`src/rtl/sync_fifo_pkg.sv`:
```
// Shared constants and helpers for the single-clock FIFO.
// Status-bit indices describe the packed status vector that CSR blocks assemble from the FIFO flags.
package sync_fifo_pkg;

   localparam int unsigned ST_FULL  = 0;
   localparam int unsigned ST_EMPTY = 1;
   localparam int unsigned ST_AF    = 2;
   localparam int unsigned ST_AE    = 3;
   localparam int unsigned ST_OVF   = 4;
   localparam int unsigned ST_UDF   = 5;
   localparam int unsigned ST_W     = 6;

   // Pointer width: address bits plus one wrap bit.
   function automatic int unsigned ptr_w(input int unsigned depth);
      return $clog2(depth) + 1;
   endfunction

   // Threshold compare used by both almost flags.
   function automatic logic occ_ge(input int unsigned occ, input int unsigned level);
      return occ >= level;
   endfunction

endpackage

```
`src/rtl/fifo_ram.sv`:
```
// Simple dual-port FIFO storage with one synchronous write port.
// The read port is combinational with SYNC_FIFO_FWFT_EN and registered otherwise.
module fifo_ram #(
   parameter int unsigned WIDTH = 16,
   parameter int unsigned DEPTH = 8,
   parameter int unsigned AW    = $clog2(DEPTH)
) (
   input  logic             clk,
   input  logic             rest,
   input  logic             we,
   input  logic [AW-1:0]    waddr,
   input  logic [WIDTH-1:0] wdata,
   input  logic             re,
   input  logic [AW-1:0]    raddr,
   output logic [WIDTH-1:0] rdata
);

   logic [WIDTH-1:0] mem [DEPTH];

   always_ff @(posedge clk) begin
      if (we) mem[waddr] <= wdata;
   end

`ifdef SYNC_FIFO_FWFT_EN
   logic unused_rd_ctrl;
   assign unused_rd_ctrl = ^{rest, re};
   assign rdata = mem[raddr];
`else
   // Output word only changes on an accepted read; it holds otherwise.
   always_ff @(posedge clk) begin
      if (rest)    rdata <= '0;
      else if (re) rdata <= mem[raddr];
   end
`endif

endmodule

```
`src/rtl/sync_fifo.sv`:
```
// Single-clock FIFO: wrap-bit pointers, occupancy, almost thresholds, sticky errors.
// Define SYNC_FIFO_FWFT_EN for first-word-fall-through reads; default is registered reads.
module sync_fifo
   import sync_fifo_pkg::*;
#(
   parameter int unsigned WIDTH    = 16,
   parameter int unsigned DEPTH    = 8,
   parameter int unsigned AF_LEVEL = DEPTH - 1,
   parameter int unsigned AE_LEVEL = 1
) (
   input  logic                      clk,
   input  logic                      rest,
   input  logic                      wr_en,
   input  logic [WIDTH-1:0]          wr_data,
   input  logic                      rd_en,
   input  logic                      err_clr,
   output logic [WIDTH-1:0]          rd_data,
   output logic                      rd_valid,
   output logic                      full,
   output logic                      empty,
   output logic                      almost_full,
   output logic                      almost_empty,
   output logic [$clog2(DEPTH):0]    count,
   output logic                      overflow,
   output logic                      underflow
);

   localparam int unsigned PTR_W = ptr_w(DEPTH);
   localparam int unsigned AW    = PTR_W - 1;

   logic [PTR_W-1:0] wr_ptr;
   logic [PTR_W-1:0] rd_ptr;
   logic             wr_acc;
   logic             rd_acc;

   // Flags come from pointer registers only; acceptance uses this cycle's flags.
   assign count        = wr_ptr - rd_ptr;
   assign full         = (wr_ptr[AW] != rd_ptr[AW]) && (wr_ptr[AW-1:0] == rd_ptr[AW-1:0]);
   assign empty        = (wr_ptr == rd_ptr);
   assign almost_full  = occ_ge(32'(count), AF_LEVEL);
   assign almost_empty = !occ_ge(32'(count), AE_LEVEL + 32'd1);

   assign wr_acc = wr_en && !full;
   assign rd_acc = rd_en && !empty;

   always_ff @(posedge clk) begin
      if (rest) begin
         wr_ptr    <= '0;
         rd_ptr    <= '0;
         overflow  <= 1'b0;
         underflow <= 1'b0;
      end else begin
         if (wr_acc) wr_ptr <= wr_ptr + PTR_W'(1);
         if (rd_acc) rd_ptr <= rd_ptr + PTR_W'(1);
         // A new error outranks a simultaneous clear.
         overflow  <= (wr_en && full)  || (overflow  && !err_clr);
         underflow <= (rd_en && empty) || (underflow && !err_clr);
      end
   end

`ifdef SYNC_FIFO_FWFT_EN
   assign rd_valid = !empty;
`else
   always_ff @(posedge clk) begin
      if (rest) rd_valid <= 1'b0;
      else      rd_valid <= rd_acc;
   end
`endif

   fifo_ram #(
      .WIDTH (WIDTH),
      .DEPTH (DEPTH),
      .AW    (AW)
   ) u_ram (
      .clk   (clk),
      .rest  (rest),
      .we    (wr_acc),
      .waddr (wr_ptr[AW-1:0]),
      .wdata (wr_data),
      .re    (rd_acc),
      .raddr (rd_ptr[AW-1:0]),
      .rdata (rd_data)
   );

endmodule

```
`config.mk`:
```
export PLATFORM = sky130hd
export DESIGN_NAME = sync_fifo
export DESIGN_NICKNAME = d
export VERILOG_FILES = /design/src/rtl/sync_fifo_pkg.sv /design/src/rtl/fifo_ram.sv /design/src/rtl/sync_fifo.sv
export SDC_FILE = /design/constraint.sdc
export NUM_CORES = 1
export LEC_CHECK = 0
export ABC_AREA = 1
export ABC_CLOCK_PERIOD_IN_PS = 2200
export CAP_MARGIN = 0
export CORE_MARGIN = 4
export CORE_UTILIZATION = 52
export DETAILED_ROUTE_END_ITERATION = 10
export GPL_ROUTABILITY_DRIVEN = 0
export PLACE_DENSITY_LB_ADDON = 0.12
export SLEW_MARGIN = 15
export SYNTH_ARGS = -nofsm -noshare
export SYNTH_HDL_FRONTEND = slang
export SYNTH_HIERARCHICAL = 1
export SYNTH_SLANG_ARGS = --single-unit
```
`constraint.sdc`:
```
create_clock -name clk -period 2.2 [get_ports clk]
set_input_delay 0.22 -clock clk [delete_from_list [all_inputs] [get_ports clk]]
set_output_delay 0.22 -clock clk [all_outputs]
set_load 0.03 [all_outputs]
```
==> metrics.md, run 1 <==
| Metric | Value |
|---|---|
| RSZ-0062 raised after global routing | `yes` |
| Core Util, Final | `0.643` |
| Area leader, netlist | `edfxtp_1` |
| Register area | `4390 um2` |
| CP Cell Sequence | `inv_2 -> ha_4 -> inv_2 -> fa_2 -> buf_4 -> nand3_2 -> nand3_1 -> buf_6` |
| Worst setup EP type | `primary output` |
| I/O Buffers | `between 40 and 50` |
| Mapped Avg Cell Area | `~9.9 um2` |
| H-tree depth | `4` |
| Rows | `41` |
| Share of the synthesized area in the top cell type | `0.561` |
| Pins Over Slew Limit | `0` |
| PnR Total Power | `8.07 mW` |
| Dpl hpwl | `9.80 mm` |
| Final hold vios | `0` |
| Status | `finished, final reports clean` |
| Post-synth EDFFs | `around 130` |
| Critical Path Fanout Max | `2` |
| Register-to-Register Path Depth | `10` |
| Startpoint types | `flip-flop` |
| Final Critical Period | `around 2.2 ns` |
| Worst r2r src | `rd_ptr[2]` |
| WHS Endpoint | `underflow` |
| Die ar. | `15100 um2` |
| Clk sinks | `around 160` |
| Cell variety after synth | `25` |
| Die W | `roughly 120 um` |
| Layout cells sized above 1 | `0.139` |
| Initial antenna violation count | `0` |
| Gr usage total | `0.217` |
| Maxcap violations | `0` |
| Mapped Area | `about 6900 um2` |
| Layout Skew | `around 0.012 ns` |
| Synth-to-Final Area Change | `19.8%` |
| Global-route wire length before repair | `around 24 mm` |
| Gate Count Post-Synth | `just under 700` |
| WP buf/inv | `4` |
| # IOs | `48` |
| DRT iter0 DRCs | `between 500 and 600` |
| CTS Buf Count | `17` |
| Drt via density | `5.10` |
| Clock Pin Slew Worst Setup and Hold Paths | `0.06 ns` |
| Ant diodes | `0` |
| Worst rel slew slack | `0.494` |
| Critical path type | `flip-flop to primary output` |
| Worst EP required | `1.98 ns` |
| Total number of vias | `about 4800` |
| Synth Net Count | `~720` |
| Most frequent cell after synthesis | `nand2_1` |
| Sequential area share after synthesis | `0.640` |
| Cell family with most CP delay | `adder cells` |
| R2r setup slk | `approximately 0.13 ns` |
| Crit-path slowest cell | `fa_2` |
| Final ANT Viol Nets | `0` |
| Yosys warnings | `6` |
| Drt pass-1 iters | `5` |
| Initial Utilization | `0.536` |
| CTS tree | `done` |
| Multi-input logic area | `1740 um2` |
| Number of nets in the layout | `about 780` |
| Core ar. | `about 13000 um2` |
| Lkg Pwr | `roughly 3.6 nW` |
| Vias in the first global route | `approximately 4400` |
| Hold Crit Depth | `4` |
| R2R Path End | `u_ram/mem[1][14]` |
| Max Root-Sink Buffers | `2` |
| Post-synth top cells | `169 x nand2_1, 142 x inv_1, 128 x edfxtp_1` |
| Total global routing overflow | `0` |
| Post-CTS Hold Buffers | `0` |
| Most frequent CP cell | `inv_2` |
| Worst slew pin tran | `around 0.76 ns` |
| FF+latch count, synth | `155` |
| Synth area leaders | `edfxtp_1 56%, nand2_1 9.3%, dfxtp_1 7.9%, nand3_1 7.8%, inv_1 7.8%` |
| Critical path arrival | `1.93 ns` |
| Share of synthesized registers carrying an async set or reset | `0` |
| Worst Hold Class | `input pin to flip-flop` |
| Final setup viols | `0` |
| Fin crit share | `0.978` |
| Maximum VDD drop | `486 uV` |
| Die height | `around 120 um` |
| Slowest cell delay on critical path | `0.53 ns` |
| # fillers | `around 990` |
| Wire per inst | `approximately 16 um` |
| Final WL | `between 15 and 20 mm` |
| Pwr/cell area | `slightly below 1000 nW/um2` |
| HP Start | `err_clr` |
| Clock Latency Late Sink | `~0.43 ns` |
| Largest net degree at the start of global routing | `71` |
| Root Buffer | `clkbuf_16` |
| DRC viols | `0` |
| Max Freq | `between 0.4 and 0.5 GHz` |
| Primary FF master, synth | `edfxtp_1` |
-- through the flow --
stage,setup WS (ns),cell area [um2],cells,hold slack (ns),TNS [ns]
detailed placement,0.214,7510,902,0.455,0
floorplan,-0.159,6850,689,0.319,-19.31
global route,-0.0487,8210,937,0.477,-0.0824
CTS,-0.00589,8190,936,0.450,-0.00589
global placement,0.262,7510,902,0.454,0
finish,0.0484,8210,937,0.460,0
-- worst min-delay path, delay by kind of cell --
kind / cells / cell delay [ns]
and+or+nand+nor: 1 / 0.05
buffers and inverters: 2 / 0.51
AOI/OAI and AO/OA: 1 / 0.05
-- sequential cells by signal, indices dropped and copies added, names as in the netlist --
name and count:
u_ram/mem 128, u_ram/rdata 16, rd_ptr 4, wr_ptr 4
overflow 1, rd_valid 1, underflow 1
-- area by class of cell --
cell class                 count  area share
sequential                   155       0.534
multi-input combinational    355       0.212
timing repair buffer          72      0.0809
inverter                     151      0.0704
clock buffer                  17      0.0518
tap                          172      0.0262
clock inverter                15      0.0241
-- how the worst max path moves through the flow --
stage / from / to / cells past startpoint
2_1_floorplan: wr_ptr[0] / u_ram/mem[1][0] / 9
3_3_place_gp: rd_ptr[2] / u_ram/mem[1][6] / 10
3_5_place_dp: rd_ptr[2] / u_ram/mem[1][6] / 10
4_1_cts: wr_ptr[0] / almost_empty / 8
5_1_grt: wr_ptr[0] / almost_full / 9
6_report: wr_ptr[0] / almost_full / 8
-- where the power goes --
part           switching [mW]  leakage (nW)  internal, mW
Clock                    1.17         0.299          1.90
Combinational            1.09          1.87         0.564
Sequential             0.0454          1.39          3.31
Total                    2.31          3.56          5.77
-- repair_timing --
action,in CTS,in global routing
resized for setup,10,3
setup endpoints to repair,2,2
gates cloned,0,0
endpoints found under the hold margin,0,0
pin swaps,4,3
buffers inserted,2,1
-- logic make-up after synthesis --
family	share of synthesized area
AND/OR/NAND/NOR	0.193
buffers and inverters	0.111
flip-flops	0.640
AO/OA/AOI/OAI	0.0400
adder cells (fa/ha/maj)	0.0121
XOR/XNOR	0.00384
-- cells in the final DEF (no fill, tap or decap), drive strengths merged --
master / count
nor2: 18
edfxtp: 128
o21ai: 20
xor2: 3
clkdlybuf4s50: 40
buf: 32
nand4: 3
nand2: 175
a21oi: 22
clkinv: 10
bufinv: 4
clkbuf: 17
or2: 1
inv: 149
fa: 1
clkinvlp: 3
nand3: 107
dfxtp: 27
ha: 5
-- metal layers --
layer	routed length [um]	up-vias	share of wire	track usage
li1	-	2327	-	-
met2	7060	195	0.46	0.324
met1	6710	2234	0.44	0.309
met5	0	-	0	0
met3	1160	23	0.076	0.0484
met4	264	0	0.017	0.0861
Power figures use the tool's default switching activity.
==> run 2, diff against run 1 <==
--- a/config.mk
+++ b/config.mk
@@ -8,6 +8,7 @@
 export ABC_AREA = 1
 export ABC_CLOCK_PERIOD_IN_PS = 2200
 export CAP_MARGIN = 0
+export CORE_ASPECT_RATIO = 1.75
 export CORE_MARGIN = 4
 export CORE_UTILIZATION = 52
 export DETAILED_ROUTE_END_ITERATION = 10
==> metrics.md, run 2 (synthesis gave the netlist of run 1 again) <==
| Metric | Value |
|---|---|
| Final Instance Count excl. Fillers | `932 (was 937)` |
| Critical path type | `flip-flop to primary output (unchanged)` |
| Multi-input logic area | `1740 um2 (unchanged)` |
| Clock Latency Late Sink | `0.42 ns (was 0.43 ns)` |
| Die ar. | `15100 um2 (about the same)` |
| Worst EP required | `1.98 ns (about the same)` |
| Initial Utilization | `0.529 (was 0.536)` |
| Final ANT Viol Nets | `0 (unchanged)` |
| Slowest cell delay on critical path | `0.37 ns (was 0.53 ns)` |
| Critical Path Fanout Max | `2 (unchanged)` |
| Layout cells sized above 1 | `0.133 (was 0.139)` |
| Drt via density | `5.01 (was 5.10)` |
| Ant diodes | `0 (unchanged)` |
| Cell family with most CP delay | `adder cells (unchanged)` |
| Clk sinks | `155 (unchanged)` |
| Hold Crit Depth | `4 (unchanged)` |
| CTS Buf Count | `17 (unchanged)` |
| Largest regs | `u_ram/mem x128, u_ram/rdata x16 (unchanged)` |
| Initial antenna violation count | `0 (unchanged)` |
| Number of nets in the layout | `775 (was 779)` |
| Rows | `55 (was 41)` |
| Layout Skew | `0.0118 ns (was 0.0124 ns)` |
| Crit-path slowest cell | `dfxtp_2 (was fa_2)` |
| Worst setup EP type | `primary output (unchanged)` |
| DRT iter0 DRCs | `328 (was 577)` |
| Lkg Pwr | `3.54 nW (was 3.56 nW)` |
| Maxcap violations | `0 (unchanged)` |
| Status | `finished, final reports clean (unchanged)` |
| Pins Over Slew Limit | `0 (unchanged)` |
| Core ar. | `12900 um2 (was 12800 um2)` |
| PnR Total Power | `7.90 mW (was 8.07 mW)` |
| Total global routing overflow | `0 (unchanged)` |
| Total number of vias | `4666 (was 4779)` |
| CTS tree | `done (unchanged)` |
| Wire per inst | `16.0 um (was 16.2 um)` |
| Gr usage total | `0.213 (was 0.217)` |
| Final hold vios | `0 (unchanged)` |
| Worst slew pin tran | `0.730 ns (was 0.759 ns)` |
| Largest net degree at the start of global routing | `71 (unchanged)` |
| RSZ-0062 raised after global routing | `yes (unchanged)` |
| Register area | `4390 um2 (about the same)` |
| # IOs | `48 (unchanged)` |
| Max Freq | `0.460 GHz (was 0.465 GHz)` |
| CP Cell Sequence | `ha_4 -> inv_2 -> fa_2 -> xor2_2 -> buf_4 -> nand3_1 -> nand3_2 -> buf_6 (was inv_2 -> ha_4 -> inv_2 -> fa_2 -> buf_4 -> nand3_2 -> nand3_1 -> buf_6)` |
| Root Buffer | `clkbuf_16 (unchanged)` |
| Final Critical Period | `2.18 ns (was 2.15 ns)` |
| Critical path arrival | `1.96 ns (was 1.93 ns)` |
| Max Root-Sink Buffers | `2 (unchanged)` |
| Worst Hold Class | `input pin to flip-flop (unchanged)` |
| Startpoint types | `flip-flop (unchanged)` |
| Most flop-heavy register | `u_ram/mem (unchanged)` |
| Synth-to-Final Area Change | `19.7% (was 19.8%)` |
| Core Util, Final | `0.634 (was 0.643)` |
| Commonest non-fill, non-tap cell in the layout | `nand2_1 (unchanged)` |
| HP Start | `err_clr (unchanged)` |
| WHS Endpoint | `underflow (unchanged)` |
| Global-route wire length before repair | `24.0 mm (was 23.9 mm)` |
| Pwr/cell area | `963 nW/um2 (was 984 nW/um2)` |
| Most frequent cells in the layout | `169 x nand2_1, 140 x inv_1, 128 x edfxtp_1 (unchanged)` |
| Final WL | `14.9 mm (was 15.2 mm)` |
| Clock Pin Slew Worst Setup and Hold Paths | `0.06 ns (about the same)` |
| DP Area | `7530 um2 (was 7510 um2)` |
| I/O Buffers | `47 (unchanged)` |
| WP buf/inv | `3 (was 4)` |
| Worst r2r src | `wr_ptr[2] (was rd_ptr[2])` |
| Vias in the first global route | `4753 (was 4434)` |
| Final setup viols | `0 (unchanged)` |
| Dpl hpwl | `9.78 mm (was 9.80 mm)` |
| # fillers | `1041 (was 993)` |
| Die W | `94.8 um (was 123 um)` |
| WHS | `0.455 ns (was 0.460 ns)` |
| Final instance area | `8200 um2 (was 8210 um2)` |
| Fin crit share | `0.989 (was 0.978)` |
| Placed cells | `898 (was 902)` |
| Maximum VDD drop | `765 uV (was 486 uV)` |
| R2R Path End | `u_ram/mem[3][6] (was u_ram/mem[1][14])` |
| Post-CTS Hold Buffers | `0 (unchanged)` |
| Die height | `160 um (was 123 um)` |
| R2r setup slk | `0.21 ns (was 0.13 ns)` |
| Flip-flop count of the largest register after layout | `128 (unchanged)` |
| Worst rel slew slack | `0.513 (was 0.494)` |
| H-tree depth | `4 (unchanged)` |
| Register-to-Register Path Depth | `9 (was 10)` |
| Drt pass-1 iters | `4 (was 5)` |
| DRC viols | `0 (unchanged)` |
==> run 2: cell types whose count changed in the layout (fill, tap and decap cells not counted), sizes merged <==
| cell | previous run | this run |
|---|---|---|
| buf | 32 | 28 |
| bufinv | 4 | 3 |
| clkbuf | 17 | 18 |
| clkinvlp | 3 | 2 |
| clkinv | 10 | 11 |
==> run 2: final cells by class <==
| type | instances | area share |
|---|---|---|
| Inverter | 151 | 0.0705 |
| Clock buffer | 18 | 0.0536 |
| Sequential cell | 155 | 0.535 |
| Timing Repair Buffer | 68 | 0.0815 |
| Clock inverter | 14 | 0.0208 |
| Tap cell | 171 | 0.0261 |
| Multi-Input combinational cell | 355 | 0.212 |
==> run 2: how the worst max path moves through the flow <==
stage	start	endpoint	slack (ns)	depth (start not counted)
after global routing	wr_ptr[0]	almost_full	-0.04	9
after floorplan	wr_ptr[0]	u_ram/mem[1][0]	-0.16	9
after CTS	wr_ptr[0]	almost_empty	-0.02	8
after detailed placement	wr_ptr[2]	u_ram/mem[1][0]	0.16	9
final	rd_ptr[0]	almost_full	0.02	8
after global placement	wr_ptr[2]	u_ram/mem[3][15]	0.22	9
==> run 2: metrics by stage <==
stage / setup TNS, ns / setup slack (ns)
2_1_floorplan: -19.31 / -0.159
3_3_place_gp: 0 / 0.223
3_5_place_dp: 0 / 0.163
4_1_cts: -0.0388 / -0.0248
5_1_grt: -0.0762 / -0.0392
6_report: 0 / 0.0245
==> run 2: where the power goes <==
part	switching [mW]	internal, mW
clock network	1.12	1.81
registers	0.0526	3.31
logic	1.04	0.557
total	2.22	5.68
==> run 2: per-layer routing <==
layer  share of wire  GRT usage
met5               0          0
met1            0.38      0.252
met2            0.53      0.357
met4           0.022      0.118
met3           0.064     0.0415
==> run 2: tightest hold or removal path, cell delays in order <==
cell	delay, ns
clkdlybuf4s50_1	0.46
inv_1	0.05
nand2_1	0.05
a21oi_1	0.05
==> run 2: repair_timing <==
action	4_1_cts	5_1_grt
resized for setup	10	3
pin swaps	3	1
setup endpoints to repair	2	2
buffers inserted	1	1
cloned	0	0
==> run 3, diff against run 2 <==
--- a/config.mk
+++ b/config.mk
@@ -10,8 +10,9 @@
 export CAP_MARGIN = 0
 export CORE_ASPECT_RATIO = 1.75
 export CORE_MARGIN = 4
-export CORE_UTILIZATION = 52
+export CORE_UTILIZATION = 45
 export DETAILED_ROUTE_END_ITERATION = 10
+export DONT_BUFFER_PORTS = 1
 export GPL_ROUTABILITY_DRIVEN = 0
 export PLACE_DENSITY_LB_ADDON = 0.12
 export SLEW_MARGIN = 15
==> metrics.md, run 3 (synthesis gave the netlist of run 1 again) <==
| Metric | Value |
|---|---|
| Critical path arrival | `1.99 ns (was 1.96 ns)` |
| Lkg Pwr | `3.54 nW (about the same)` |
| DRC viols | `0 (unchanged)` |
| Final setup viols | `1 (was 0)` |
| PnR worst setup slack | `-0.0116 ns (was 0.0245 ns)` |
| Status | `finished, violations left (was finished, final reports clean)` |
| # fillers | `1329 (was 1041)` |
| Critical path type | `flip-flop to primary output (unchanged)` |
| Clock Pin Slew Worst Setup and Hold Paths | `0.06 ns (about the same)` |
| Pwr/cell area | `989 nW/um2 (was 963 nW/um2)` |
| Maximum VDD drop | `600 uV (was 765 uV)` |
| CTS tree | `done (unchanged)` |
| Clk sinks | `155 (unchanged)` |
| DP Area | `7180 um2 (was 7530 um2)` |
| Vias in the first global route | `4763 (was 4753)` |
| Core ar. | `14900 um2 (was 12900 um2)` |
| Final hold vios | `0 (unchanged)` |
| I/O Buffers | `0 (was 47)` |
| Max Root-Sink Buffers | `2 (unchanged)` |
| Worst EP required | `1.98 ns (about the same)` |
| Maxcap violations | `0 (unchanged)` |
| Dpl hpwl | `10.2 mm (was 9.78 mm)` |
| Number of nets in the layout | `764 (was 775)` |
| Startpoint types | `flip-flop (unchanged)` |
| Global-route wire length before repair | `25.7 mm (was 24.0 mm)` |
| Most frequent cells in the layout | `169 x nand2_1, 140 x inv_1, 128 x edfxtp_1 (unchanged)` |
| Initial antenna violation count | `0 (unchanged)` |
| Psw | `2.20 mW (was 2.22 mW)` |
| H-tree depth | `4 (unchanged)` |
| Drt pass-1 iters | `6 (was 4)` |
| Final instance area | `8120 um2 (was 8200 um2)` |
| Drt via density | `5.03 (was 5.01)` |
| Internal power | `5.83 mW (was 5.68 mW)` |
| Layout Skew | `0.0103 ns (was 0.0118 ns)` |
| # IOs | `48 (unchanged)` |
| Gr usage total | `0.200 (was 0.213)` |
| RSZ-0062 raised after global routing | `yes (unchanged)` |
| Worst setup EP type | `primary output (unchanged)` |
| Switching share of power | `0.274 (was 0.281)` |
| Root Buffer | `clkbuf_16 (unchanged)` |
| Initial Utilization | `0.459 (was 0.529)` |
| DRT iter0 DRCs | `277 (was 328)` |
| CTS Buf Count | `17 (unchanged)` |
| Max Freq | `0.452 GHz (was 0.460 GHz)` |
| Largest net degree at the start of global routing | `47 (was 71)` |
| Worst rel slew slack | `0.583 (was 0.513)` |
| Critical Path Fanout Max | `2 (unchanged)` |
| Die ar. | `17300 um2 (was 15100 um2)` |
| Final WL | `16.3 mm (was 14.9 mm)` |
| Flip-flop count of the largest register after layout | `128 (unchanged)` |
| Part of the power in combinational logic | `0.173 (was 0.202)` |
| Total number of vias | `4702 (was 4666)` |
| Rows | `59 (was 55)` |
| Worst slew pin tran | `0.624 ns (was 0.730 ns)` |
| PnR Total Power | `8.03 mW (was 7.90 mW)` |
| Synth-to-Final Area Change | `18.5% (was 19.7%)` |
| Die height | `171 um (was 160 um)` |
| Pins Over Slew Limit | `0 (unchanged)` |
| Clock Latency Late Sink | `0.42 ns (about the same)` |
| Flop pwr share | `0.436 (was 0.426)` |
| Clock Power Share | `0.391 (was 0.372)` |
| Layout cells sized above 1 | `0.135 (was 0.133)` |
| Final ANT Viol Nets | `0 (unchanged)` |
| Worst Hold Class | `input pin to flip-flop (unchanged)` |
| Fin crit share | `1.01 (was 0.989)` |
| Largest regs | `u_ram/mem x128, u_ram/rdata x16 (unchanged)` |
| Commonest non-fill, non-tap cell in the layout | `nand2_1 (unchanged)` |
| Die W | `101 um (was 94.8 um)` |
| Wire per inst | `17.4 um (was 16.0 um)` |
| Most flop-heavy register | `u_ram/mem (unchanged)` |
| Final Critical Period | `2.21 ns (was 2.18 ns)` |
| Total global routing overflow | `0 (unchanged)` |
| Failing checks | `negative setup slack` |
[run 3: changes by cell type in the layout (fill, tap and decap cells not counted), sizes merged]
| cell | previous run | this run |
|---|---|---|
| clkdlybuf4s50 | 40 | 0 |
| buf | 28 | 34 |
| dlygate4sd3 | 0 | 23 |
| clkinvlp | 2 | 0 |
| bufinv | 3 | 5 |
| clkinv | 11 | 5 |
| clkbuf | 18 | 24 |
| diode | 0 | 1 |
[run 3: final cells by class]
| type | count | area [um2] | share of cell area |
|---|---|---|---|
| sequential | 155 | 4390 | 0.540 |
| multi-input combinational | 355 | 1740 | 0.214 |
| inverter | 151 | 578 | 0.0712 |
| timing repair buffer | 57 | 556 | 0.0684 |
| clock buffer | 24 | 462 | 0.0569 |
| tap | 183 | 229 | 0.0282 |
| clock inverter | 8 | 168 | 0.0207 |
| antenna | 1 | 2.50 | 0.000308 |
[run 3: critical path, cell delays in order, from the launching register on]
cell     delay [ns]
dfxtp_2        0.32
inv_2          0.08
ha_4           0.13
inv_2          0.04
fa_2           0.54
buf_4          0.11
nand3_1        0.08
nand3_1        0.13
buf_6          0.14
[run 3: power groups by stage]
stage                     sequential, mW  clock [mW]  combinational, mW
after floorplan                     3.55           0              0.936
after CTS                           3.50        3.19               1.39
after global placement              3.56           0               1.22
after global routing                3.51        3.31               1.54
after detailed placement            3.56           0               1.24
final                               3.50        3.14               1.39
[run 3: layer usage]
layer,up-vias,routed length (um),global-route usage
met5,-,0,0
met1,2263,6590,0.235
met3,23,720,0.0467
met4,0,320,0.0694
met2,115,8630,0.353
li1,2301,-,-
[run 3: final timing paths]
path,start,end,slack [ns],depth (start not counted)
setup / recovery,wr_ptr[0],almost_full,-0.01,8
hold / removal,wr_en,wr_ptr[2],0.02,3
setup reg to reg,rd_ptr[2],overflow,0.21,9
hold reg to reg,wr_ptr[3],wr_ptr[3],0.56,2
[run 3: stage by stage]
stage	std cells	hold slack (ns)	setup TNS, ns	setup slack, ns	util
2_1_floorplan	689	0.319	-19.31	-0.159	-
3_3_place_gp	873	0.286	0	0.273	0.481
3_5_place_dp	873	0.286	0	0.240	0.481
4_1_cts	932	0.0102	-0.00281	-0.00281	0.543
5_1_grt	933	0.0232	-0.152	-0.0849	0.544
6_report	934	0.0219	-0.0116	-0.0116	0.544
[run 3: repair_timing]
action,in CTS,in global routing
hold endpoints to repair,136,0
pin swaps,4,2
hold buffers,23,0
setup buffers,4,1
gates resized for setup,10,2
endpoints found under the setup margin,1,3
